**src/rtl/decode_stage.sv**
```systemverilog
// decode_stage: ID-side capture of the fetch register, RV32I field/immediate decode and front-end control.
// Optional load-use stall is built only when DECODE_LOAD_USE_EN is defined.
module decode_stage #(
    parameter int WARMUP_CYCLES = 2,
    parameter int FLUSH_DEPTH   = 2
) (
    input  logic        CLOCK,
    input  logic        RESET,
    input  logic [31:0] FETCH_IR,
    input  logic [31:0] FETCH_PC,
    input  logic [31:0] FETCH_PC_4,
    input  logic        FLUSH,
    input  logic        EX_MEM_READ,
    input  logic [4:0]  EX_RD_ADDR,
    output logic        PC_WRITE,
    output logic        DEC_VALID,
    output logic        DEC_BUBBLE,
    output logic [31:0] DEC_IR,
    output logic [31:0] DEC_PC,
    output logic [31:0] DEC_PC_4,
    output logic [6:0]  DEC_OPCODE,
    output logic [4:0]  DEC_RD_ADDR,
    output logic [4:0]  DEC_RS1_ADDR,
    output logic [4:0]  DEC_RS2_ADDR,
    output logic [31:0] DEC_IMM
);

    localparam logic [1:0] WARM_INIT  = 2'(WARMUP_CYCLES - 1);
    localparam logic [1:0] FLUSH_INIT = 2'(FLUSH_DEPTH - 1);

    localparam logic [6:0] OPC_LUI    = 7'b0110111;
    localparam logic [6:0] OPC_AUIPC  = 7'b0010111;
    localparam logic [6:0] OPC_JAL    = 7'b1101111;
    localparam logic [6:0] OPC_JALR   = 7'b1100111;
    localparam logic [6:0] OPC_BRANCH = 7'b1100011;
    localparam logic [6:0] OPC_LOAD   = 7'b0000011;
    localparam logic [6:0] OPC_STORE  = 7'b0100011;
    localparam logic [6:0] OPC_OP_IMM = 7'b0010011;
    localparam logic [6:0] OPC_OP     = 7'b0110011;

    typedef enum logic [1:0] {
        WARMUP = 2'd0,
        RUN    = 2'd1,
        SQUASH = 2'd2,
        STALL  = 2'd3
    } state_t;

    state_t     state;
    logic [1:0] cnt;
    logic       haz;
    logic       stall_req;

    function automatic logic [31:0] imm_gen(input logic [31:0] ir);
        case (ir[6:0])
            OPC_OP_IMM, OPC_LOAD, OPC_JALR:
                imm_gen = {{20{ir[31]}}, ir[31:20]};
            OPC_STORE:
                imm_gen = {{20{ir[31]}}, ir[31:25], ir[11:7]};
            OPC_BRANCH:
                imm_gen = {{19{ir[31]}}, ir[31], ir[7], ir[30:25], ir[11:8], 1'b0};
            OPC_LUI, OPC_AUIPC:
                imm_gen = {ir[31:12], 12'b0};
            OPC_JAL:
                imm_gen = {{11{ir[31]}}, ir[31], ir[19:12], ir[20], ir[30:21], 1'b0};
            default:
                imm_gen = 32'd0;
        endcase
    endfunction

    assign DEC_OPCODE   = DEC_IR[6:0];
    assign DEC_RD_ADDR  = DEC_IR[11:7];
    assign DEC_RS1_ADDR = DEC_IR[19:15];
    assign DEC_RS2_ADDR = DEC_IR[24:20];
    assign DEC_IMM      = imm_gen(DEC_IR);

`ifdef DECODE_LOAD_USE_EN
    logic rs1_used;
    logic rs2_used;

    always_comb begin
        rs1_used = !((DEC_OPCODE == OPC_LUI) || (DEC_OPCODE == OPC_AUIPC) ||
                     (DEC_OPCODE == OPC_JAL));
        rs2_used = (DEC_OPCODE == OPC_OP) || (DEC_OPCODE == OPC_STORE) ||
                   (DEC_OPCODE == OPC_BRANCH);
        haz = (state == RUN) && DEC_VALID && EX_MEM_READ && (EX_RD_ADDR != 5'd0) &&
              ((rs1_used && (DEC_RS1_ADDR == EX_RD_ADDR)) ||
               (rs2_used && (DEC_RS2_ADDR == EX_RD_ADDR)));
    end
`else
    logic unused_ex;
    assign unused_ex = ^{EX_MEM_READ, EX_RD_ADDR};
    assign haz       = 1'b0;
`endif

    // A redirect overrides the stall: the stalled instruction is on the wrong path anyway.
    assign stall_req  = haz && !FLUSH;
    assign PC_WRITE   = !stall_req;
    assign DEC_BUBBLE = stall_req;

    always_ff @(posedge CLOCK or negedge RESET) begin
        if (!RESET) begin
            state     <= WARMUP;
            cnt       <= WARM_INIT;
            DEC_VALID <= 1'b0;
            DEC_IR    <= 32'd0;
            DEC_PC    <= 32'd0;
            DEC_PC_4  <= 32'd0;
        end else begin
            if (!stall_req) begin
                DEC_IR   <= FETCH_IR;
                DEC_PC   <= FETCH_PC;
                DEC_PC_4 <= FETCH_PC_4;
            end
            if (FLUSH && (state != WARMUP)) begin
                state     <= SQUASH;
                cnt       <= FLUSH_INIT;
                DEC_VALID <= 1'b0;
            end else begin
                case (state)
                    WARMUP, SQUASH: begin
                        DEC_VALID <= 1'b0;
                        if (cnt == 2'd0) state <= RUN;
                        else             cnt   <= cnt - 2'd1;
                    end
                    RUN: begin
                        DEC_VALID <= 1'b1;
                        if (stall_req) state <= STALL;
                    end
                    STALL: begin
                        DEC_VALID <= 1'b1;
                        state     <= RUN;
                    end
                    default: state <= WARMUP;
                endcase
            end
        end
    end

endmodule

```
**config.mk**
```make
export PLATFORM = sky130hd
export DESIGN_NAME = decode_stage
export DESIGN_NICKNAME = d
export VERILOG_FILES = /design/src/rtl/decode_stage.sv
export SDC_FILE = /design/constraint.sdc
export NUM_CORES = 1
export LEC_CHECK = 0
export BUFFER_PORTS_ARGS = -buffer_cell sky130_fd_sc_hd__buf_2
export CAP_MARGIN = 20
export CORE_AREA = 3 3 98 100
export CTS_CLUSTER_DIAMETER = 200
export DETAILED_ROUTE_END_ITERATION = 10
export DIE_AREA = 0 0 101 103
export PLACE_DENSITY = 0.81
export SLEW_MARGIN = 15
export SYNTH_ARGS = -nofsm -noshare
export SYNTH_HDL_FRONTEND = slang
export SYNTH_SLANG_ARGS = --single-unit
```
**constraint.sdc**
```tcl
create_clock -name CLOCK -period 3.28 [get_ports CLOCK]
set_input_delay 0.492 -clock CLOCK [delete_from_list [all_inputs] [get_ports CLOCK]]
set_output_delay 0.492 -clock CLOCK [all_outputs]
set_load 0.1 [all_outputs]
```
==> impl_metrics.yaml <==
status:
  status: "finished, final reports clean"
clock_tree:
  clockBufferDepth: 2
  ctsHoldBuffers: 0
  clk_pin_slew_ps: 100
  cts_made_buffers: 9
  cts_sinks: 101
  h-tree-depth: 3
  cts_tree: "yes"
  clk_latency_ps: 350
  postCtsSetupBuffers: 0
  cts_resized: 0
  clockRootBuffer: "clkbuf_8"
routing:
  drt_iter0_markers: 60
  antenna_left: 0
  drtPass1Iterations: 4
  drt-total-wl_mm: 8.624
  post_drt_wl_per_cell_um: 15.57
  via_per_inst: 4.489
  drc: 0
  vias: 2487
setup_path:
  critPathMaxFanout: 9
  cp_slowest_stage_delay_ps: 440
  worst-setup-path-type: "reg -> out"
  cp-start-kind: "flop"
  critical_path.cell_chain: "nor2b_1 > a31oi_1 > nor3b_4 > a21o_1 > buf_2"
  cp_num_buf_inv: 1
  cp.arrival_ps: 2420
  endpoint_kind: "output port"
  critical_path_required_ps: 2790
  crit_slowest_cell: "nor3b_4"
  critical_path.top_delay_family: "simple AND/OR/NAND/NOR gates"
sta:
  fin_worst_skew_ps: 0.2600
  period_needed_ps: 2907
  hold_slack_ps: 164.9
  fmax_ghz: 0.3440
  worst_pin_slew_ps: 511.6
  finalSetupViolCount: 0
  slew_violations: 0
  hold_viol: 0
  slew-limit-headroom_pct: 65.89
  fin_ws_ps: 372.9
  fin_crit_sh_pct: 88.63
  rsz0062_at_grt: "no"
global_routing:
  grt-ovfl-total: 0
  track_usage_pct: 15.75
  grt_pass1_wl_mm: 12.42
  grt_pass1_vias: 2484
  antenna_found_initial: 2
  grt_max_degree: 102
die:
  die_area_um2: 10400
  core_area_um2: 8763
  dieHeight_um: 103
  io_pins: 258
  initial_core_util_pct: 37.52
  row_count: 34
  die_x_um: 101
power_and_ir_drop:
  ir_drop_v: 0.0003793
  powerDensity_nw_per_um2: 665.3
  p_leak_nw: 2.692
cells_and_area:
  final_nets: 547
  drive_gt1_share_pct: 60.76
  fin_cells: 554
  utilization_pct: 53.50
  syn2layout_area_growth_pct: 42.58
  num_antenna_cells: 0
yosys:
  yosysTopAreaCellShare_pct: 76.10
  syn_nets: 315
  synthFlopType: "dfrtp_1"
  netlist_top_cells_area: "dfrtp_1 76%, buf_4 5.9%, a21o_1 4.3%"
  synthTopCellsByCount: "100 x dfrtp_1, 26 x buf_4, 19 x a21o_1"
  ys_seq_area_share_pct: 76.90
  synth_seq_cells: 101
  synth.cell_area_um2: 3288
  synth_edf_count: 0
  synthArstFlopShare_pct: 100.0
  yosysMostFrequentCell: "dfrtp_1"
  yosys_warnings: 0
  yosys.area.top_type: "dfrtp_1"
  syn_avg_cell_area_um2: 15.73
  synthCells: 209
  synth_cell_type_count: 37
placement:
  place_inst: 538
  place_ws_ps: 768.1
  port_buffers: 249
  place_congestion: 0.8191
  dp_hpwl_mm: 6.867
flow_run:
  cap_viol_max_count: 0
min_path:
  hold_path.class: "in -> async"
==> flip-flops by register name, summed over array words and instances, names as in the netlist <==
signal and cells:
DEC_IR 32, DEC_PC 32, DEC_PC_4 32, cnt 2, state 2, DEC_VALID 1
==> kinds of logic (layout without fill, tap and decap cells) <==
kind of cell | after synthesis | after routing | share of synthesized area (%)
AO/OA/AOI/OAI | 40 | 40 | 9.208
adder cells (fa/ha/maj) | 1 | 1 | 0.3805
other | 2 | 2 | 0.2284
buffers and inverters | 33 | 270 | 7.078
flip-flops | 101 | 101 | 76.90
XOR/XNOR | 1 | 1 | 0.2664
AND/OR/NAND/NOR | 31 | 31 | 5.936
==> area by class of cell <==
cell class | instances | area, um^2
Clock buffer | 10 | 127.6
Clock inverter | 6 | 76.32
Fill cell | 746 | 4075
Inverter | 3 | 11.26
Multi-Input combinational cell | 75 | 533.0
Sequential cell | 101 | 2529
Tap cell | 108 | 135.1
Timing Repair Buffer | 251 | 1276
==> worst register-to-register path, delay by kind of cell, from the launching register on <==
| kind | cells | cell delay (ps) |
|---|---|---|
| buffers and inverters | 1 | 50 |
| adder cells (fa/ha/maj) | 1 | 230 |
| AND/OR/NAND/NOR | 2 | 350 |
| AO/OA/AOI/OAI | 1 | 90 |
| flip-flops | 1 | 560 |
==> metrics by stage <==
| step | total power [mW] | cell area (um^2) | TNS (ps) |
|---|---|---|---|
| 3_3_place_gp | 2.333 | 4484 | 0 |
| 3_5_place_dp | 2.355 | 4484 | 0 |
| 4_1_cts | 3.159 | 4688 | 0 |
| 5_1_grt | 3.248 | 4688 | 0 |
| 2_1_floorplan | 2.167 | 3294 | -1683 |
| 6_report | 3.119 | 4688 | 0 |
==> report_power, final <==
part	leakage [nW]	switching, mW	total [mW]	internal [mW]
registers	1.18	0.0522	1.39	1.34
clock network	0.103	0.429	0.796	0.367
logic	1.41	0.780	0.935	0.155
==> cells in the final DEF, fill, tap and decap left out, drive strengths merged, types with 2 or more instances in the layout <==
| cell | n |
|---|---|
| a21o | 19 |
| a22o | 4 |
| a31oi | 2 |
| and2 | 3 |
| buf | 251 |
| clkbuf | 10 |
| clkinv | 2 |
| conb | 2 |
| dfrtp | 100 |
| inv | 6 |
| nand2 | 4 |
| nand2b | 2 |
| nand3 | 3 |
| nor2 | 3 |
| nor2b | 9 |
| nor3b | 3 |
| o21a | 2 |
| o21ai | 4 |
==> path summary, 6_finish.rpt <==
path / endpoint / startpoint / slack, ps / depth (start not counted)
max: DEC_IMM[18] / DEC_IR[5]$_DFF_PN0_ / 370 / 5
min in group CLOCK: DEC_PC[9]$_DFF_PN0_ / FETCH_PC[9] / 230 / 1
max reg2reg: cnt[1]$_DFFE_PN0P_ / cnt[0]$_DFFE_PN1P_ / 1900 / 5
min: DEC_PC[9]$_DFF_PN0_ / RESET / 160 / 2
max in group asynchronous: DEC_IR[7]$_DFF_PN0_ / RESET / 2710 / 2
min reg2reg: cnt[0]$_DFFE_PN1P_ / state[0]$_DFFE_PN0P_ / 580 / 1
==> per-layer routing <==
layer  vias to the layer above  wire length (um)  global-route usage [%]
li1                       1138                 -                       -
met1                      1187              2934                   16.82
met2                       147              4568                   27.90
met3                        11              1001                   7.645
met4                         4                92                   4.294
met5                         -                27                       0
Power figures use the tool's default switching activity.
